[src/rtl/parity_frame_tx.sv]
// parity_frame_tx: serial transmitter for a 4-bit nibble framed as
// start(0), d0..d3 (LSB first), odd parity, stop(1) on a line that idles high.
// Each serial bit is held for CLKS_PER_BIT clock cycles.
// Optional build macro PARITY_TX_STOP2_EN adds a second stop bit (8-bit frame).
// Every output comes from a flop; the next-state logic also computes the
// next output values so that in_valid and datain never reach an output
// combinationally.

module parity_frame_tx #(
    parameter int CLKS_PER_BIT = 4
) (
    input  logic       clk,
    input  logic       rst_n,
    input  logic [3:0] datain,
    input  logic       in_valid,
    output logic       in_ready,
    output logic       txd,
    output logic       busy,
    output logic       frame_done
);

    // Bit-time counter runs 0..CLKS_PER_BIT-1 and is cleared at each bit boundary
    localparam int              CW       = $clog2(CLKS_PER_BIT + 1);
    localparam logic [CW-1:0]   LAST_CNT = CW'(CLKS_PER_BIT - 1);

    typedef enum logic [2:0] {
        IDLE,
        START,
        DATA,
        PARITY,
        STOP
`ifdef PARITY_TX_STOP2_EN
        , STOP2
`endif
    } state_t;

    state_t          state;
    state_t          state_n;
    logic [CW-1:0]   cnt;
    logic [CW-1:0]   cnt_n;
    logic [1:0]      bit_idx;
    logic [1:0]      bit_idx_n;
    logic [3:0]      shift_reg;
    logic [3:0]      shift_n;
    logic            parity;
    logic            parity_n;
    logic            txd_n;
    logic            busy_n;
    logic            in_ready_n;
    logic            frame_done_n;
    logic            bit_end;
    logic            accept;

    // in_ready is itself a flop, so a handshake can never happen while held in reset
    assign accept  = in_valid && in_ready;
    assign bit_end = (cnt == LAST_CNT);

    // Next-state logic plus the values the output flops take on the next edge
    always_comb begin
        state_n      = state;
        cnt_n        = cnt;
        bit_idx_n    = bit_idx;
        shift_n      = shift_reg;
        parity_n     = parity;
        frame_done_n = 1'b0;

        case (state)
            IDLE: begin
                cnt_n     = '0;
                bit_idx_n = 2'd0;
                if (accept) begin
                    shift_n  = datain;
                    parity_n = ~^datain;
                    state_n  = START;
                end
            end
            START: begin
                if (bit_end) begin
                    cnt_n   = '0;
                    state_n = DATA;
                end else begin
                    cnt_n = cnt + CW'(1);
                end
            end
            DATA: begin
                if (bit_end) begin
                    cnt_n   = '0;
                    shift_n = {1'b0, shift_reg[3:1]};
                    if (bit_idx == 2'd3) begin
                        state_n = PARITY;
                    end else begin
                        bit_idx_n = bit_idx + 2'd1;
                    end
                end else begin
                    cnt_n = cnt + CW'(1);
                end
            end
            PARITY: begin
                if (bit_end) begin
                    cnt_n   = '0;
                    state_n = STOP;
                end else begin
                    cnt_n = cnt + CW'(1);
                end
            end
            STOP: begin
                if (bit_end) begin
                    cnt_n = '0;
`ifdef PARITY_TX_STOP2_EN
                    state_n = STOP2;
`else
                    state_n      = IDLE;
                    frame_done_n = 1'b1;
`endif
                end else begin
                    cnt_n = cnt + CW'(1);
                end
            end
`ifdef PARITY_TX_STOP2_EN
            STOP2: begin
                if (bit_end) begin
                    cnt_n        = '0;
                    state_n      = IDLE;
                    frame_done_n = 1'b1;
                end else begin
                    cnt_n = cnt + CW'(1);
                end
            end
`endif
            default: begin
                state_n = IDLE;
                cnt_n   = '0;
            end
        endcase

        // Line level for the state being entered, so txd changes exactly at bit boundaries
        case (state_n)
            START:   txd_n = 1'b0;
            DATA:    txd_n = shift_n[0];
            PARITY:  txd_n = parity_n;
            default: txd_n = 1'b1;
        endcase

        busy_n     = (state_n != IDLE);
        in_ready_n = (state_n == IDLE);
    end

    // State, datapath and output flops; reset parks the line high and aborts any frame
    always_ff @(posedge clk or negedge rst_n) begin
        if (!rst_n) begin
            state      <= IDLE;
            cnt        <= '0;
            bit_idx    <= 2'd0;
            shift_reg  <= 4'd0;
            parity     <= 1'b0;
            txd        <= 1'b1;
            busy       <= 1'b0;
            in_ready   <= 1'b0;
            frame_done <= 1'b0;
        end else begin
            state      <= state_n;
            cnt        <= cnt_n;
            bit_idx    <= bit_idx_n;
            shift_reg  <= shift_n;
            parity     <= parity_n;
            txd        <= txd_n;
            busy       <= busy_n;
            in_ready   <= in_ready_n;
            frame_done <= frame_done_n;
        end
    end

endmodule

[config.mk]
export PLATFORM = sky130hd
export DESIGN_NAME = parity_frame_tx
export DESIGN_NICKNAME = d
export VERILOG_FILES = /design/src/rtl/parity_frame_tx.sv
export SDC_FILE = /design/constraint.sdc
export NUM_CORES = 1
export LEC_CHECK = 0
export BUFFER_PORTS_ARGS = -buffer_cell sky130_fd_sc_hd__buf_4
export CELL_PAD_IN_SITES_DETAIL_PLACEMENT = 1
export CELL_PAD_IN_SITES_GLOBAL_PLACEMENT = 1
export CORE_MARGIN = 2
export CORE_UTILIZATION = 45
export CTS_CLUSTER_DIAMETER = 60
export DETAILED_ROUTE_END_ITERATION = 12
export GPL_TIMING_DRIVEN = 0
export HOLD_SLACK_MARGIN = 0.08
export MAX_ROUTING_LAYER = met4
export PLACE_DENSITY = 0.77
export SYNTH_ARGS = -nofsm -noshare
export SYNTH_HDL_FRONTEND = slang
export SYNTH_SLANG_ARGS = --single-unit
[constraint.sdc]
create_clock -name clk -period 2.93 [get_ports clk]
set_input_delay 0.1465 -clock clk [delete_from_list [all_inputs] [get_ports clk]]
set_output_delay 0.1465 -clock clk [all_outputs]
set_load 0.05 [all_outputs]
==> flow_metrics.py <==
metrics = {
    "setup_path": {
        "crit_end": "txd$_DFF_PN1_",
        "r2r-end": "txd$_DFF_PN1_",
        "startpoint": "state[1]$_DFF_PN0_",
        "cp_max_fo": 7,
        "critPathArrivalTime_ps": 2250,
        "setup.worst_path.end_class": "flip-flop",
        "required_ps": 3140,
        "rrSetupSlack_ps": 900,
        "path_class": "reg -> reg",
        "ff2ff_path_depth": 5,
        "r2r_start": "state[1]$_DFF_PN0_",
        "critPathLaunchType": "flip-flop",
    },
    "cells_and_area": {
        "largest_reg_flops": 4,
        "drive_gt1_share_pct": 23.0,
        "fin_area_um2": 916,
        "syn_to_final_growth_pct": 17.1,
        "nets": 97,
        "diodes": 0,
    },
    "sta": {
        "finalClockSkew_ps": 4.13,
        "slew_viol_final": 0,
        "hold_viol": 0,
        "rsz0062_at_grt": "false",
        "finalSetupTns_ps": 0,
        "hold_slack_ps": 107,
        "tightest_slew_ps": 380,
        "min_period_over_period_pct": 69.4,
        "fmax_ghz": 0.492,
        "period_needed_ps": 2030,
        "slew_headroom_pct": 74.4,
        "finalSetupViolations": 0,
    },
    "floorplanning": {
        "die_y_um": 45.7,
        "core_um2": 1670,
        "io_pins": 11,
        "core.rowCount": 15,
        "dieArea_um2": 2090,
        "initial_core_util_pct": 46.8,
        "die_w_um": 45.7,
    },
    "logic_synthesis": {
        "syn_inst": 72,
        "synth.avg_cell_area_um2": 10.9,
        "synth_fp_nets": 81,
        "yosysUniqueCellTypes": 29,
        "seq_area_frac_synth_pct": 54.6,
        "ys_warn_count": 0,
        "synth_edf_count": 0,
        "yosysTopAreaCell": "dfrtp_1",
        "synth_top_flop_cell": "dfrtp_1",
        "netlist_top_cells_area": "dfrtp_1 (51%), nand2_1 (5.8%), dfstp_2 (3.4%)",
        "async_flop_share_pct": 100,
        "ys_seq_elements": 17,
        "synth_top_area_share_pct": 51.2,
        "mappedNetlistArea_um2": 782,
    },
    "run": {
        "cap_viol_max_count": 0,
    },
    "power": {
        "p_int_uw": 530,
        "peakVddDrop_uv": 501,
        "p_comb_share_pct": 43.0,
        "seqPwrFrac_pct": 43.4,
        "leakagePower_nw": 0.441,
        "switching_power_uw": 360,
        "swShare_pct": 40.5,
        "clockPowerShare_pct": 13.6,
        "powerDensity_nw_per_um2": 972,
    },
    "cts": {
        "cts_root_buffer": "clkbuf_4",
        "clk_latency_ps": 280,
        "cts_tree": "done",
        "cts_resized": 0,
        "hold_buffers": 1,
        "clock_sinks": 17,
        "htreeDepth": 1,
        "cts.path.max_buffers": 2,
        "cts_made_buffers": 3,
        "cts.clk_slew.worst_paths_ps": 100,
        "post-cts-setup-buffers": 0,
    },
    "route": {
        "drc_errors": 0,
        "drt_pass1_iterations": 4,
        "wl_per_cell_um": 14.3,
        "vias": 570,
        "avgViaCountPerCell": 5.48,
        "wl_um": 1480,
        "drt_iter0_drc": 10,
        "ant_nets": 0,
    },
    "outcome": {
        "outcome": "complete, no violations",
    },
    "global_route": {
        "antenna_found_initial": 0,
        "grt_pass1_wl_um": 2370,
        "grt_max_degree": 18,
        "overflow": 0,
        "grt_use_total_pct": 16.9,
        "grt_pass1_vias": 546,
    },
    "place": {
        "port_buffers": 10,
        "dp_hpwl_um": 1180,
        "place_congestion": 0.723,
        "placed_cell_area_um2": 878,
    },
    "hold_path": {
        "hold_class": "in -> reg",
    },
}
## layout make-up
class	count	area (µm²)
tap	17	21.3
inverter	1	3.75
buffer	2	16.3
clock buffer	3	22.5
multi-input combinational	52	335
timing repair buffer	11	85.1
sequential	17	427
fill	178	754
clock inverter	1	5.00
## metal layers
layer | GRT usage [%] | vias to the layer above | share of wire, %
li1 | - | 288 | -
met1 | 22.0 | 270 | 48
met2 | 26.2 | 10 | 48
met3 | 2.38 | 2 | 3.4
met4 | 7.06 | 0 | 0.67
met5 | - | - | 0
## cells in the mapped netlist (2+ instances only)
| cell type | count |
|---|---|
| or3_1 | 2 |
| o21ai_0 | 3 |
| nand3b_1 | 2 |
| nand3_1 | 2 |
| nor2_1 | 6 |
| nor3_1 | 2 |
| and3b_1 | 2 |
| xnor2_1 | 2 |
| a22oi_1 | 2 |
| ha_1 | 2 |
| xor2_1 | 3 |
| nand2_1 | 12 |
| dfrtp_1 | 16 |
## cell usage in the layout (no fill, tap or decap), types with 2 or more instances in the layout
| master | netlist | final |
|---|---|---|
| xor2_1 | 3 | 3 |
| xnor2_1 | 2 | 2 |
| o21ai_0 | 3 | 3 |
| clkbuf_4 | 0 | 3 |
| nand3b_1 | 2 | 2 |
| and3b_1 | 2 | 2 |
| nor3_1 | 2 | 2 |
| buf_4 | 0 | 10 |
| dfrtp_1 | 16 | 16 |
| a22oi_1 | 2 | 2 |
| nand3_1 | 2 | 2 |
| ha_1 | 2 | 2 |
| nand2_1 | 12 | 12 |
| nor2_1 | 6 | 6 |
| or3_1 | 2 | 2 |
## power by group through the flow
| stage | Sequential (mW) | Combinational [mW] | Clock, mW |
|---|---|---|---|
| 6_report | 0.387 | 0.383 | 0.121 |
| 5_1_grt | 0.398 | 0.428 | 0.135 |
| 4_1_cts | 0.387 | 0.389 | 0.128 |
| 3_5_place_dp | 0.390 | 0.388 | 0 |
| 3_3_place_gp | 0.386 | 0.371 | 0 |
| 2_1_floorplan | 0.443 | 0.221 | 0 |
## logic make-up after synthesis
kind of cell	Yosys count	share of synthesized area [%]
AO/OA/AOI/OAI	11	11.4
XOR/XNOR	5	5.60
adder cells (fa/ha/maj)	2	3.20
buffers and inverters	3	2.56
flip-flops	17	54.6
multiplexers	1	1.28
AND/OR/NAND/NOR	33	21.4
## worst min-delay path by stage
stage | startpoint | to | depth (start not counted)
3_3_place_gp | rst_n | cnt[2]$_DFF_PN0_ | 1
3_5_place_dp | rst_n | cnt[2]$_DFF_PN0_ | 1
4_1_cts | datain[2] | shift_reg[2]$_DFFE_PN0P_ | 3
6_report | datain[2] | shift_reg[2]$_DFFE_PN0P_ | 3
2_1_floorplan | rst_n | bit_idx[0]$_DFFE_PN0P_ | 0
5_1_grt | datain[3] | shift_reg[3]$_DFFE_PN0P_ | 2
## metrics by stage
step	total power, mW	utilization [%]	worst slack, ps	instances
finish	0.890	54.8	898	104
global placement	0.757	52.6	929	99
detailed placement	0.778	52.6	920	99
global route	0.961	54.8	830	104
CTS	0.903	54.8	894	104
floorplan	0.664	-	1040	72
## critical path, stage by stage, from the launching register on
cell and delay [ps]:
dfrtp_1 470, or3_1 360, buf_2 160, o22a_1 260, a221o_1 340, o41a_1 380
Note: power is estimated with default switching activity, not from simulation.
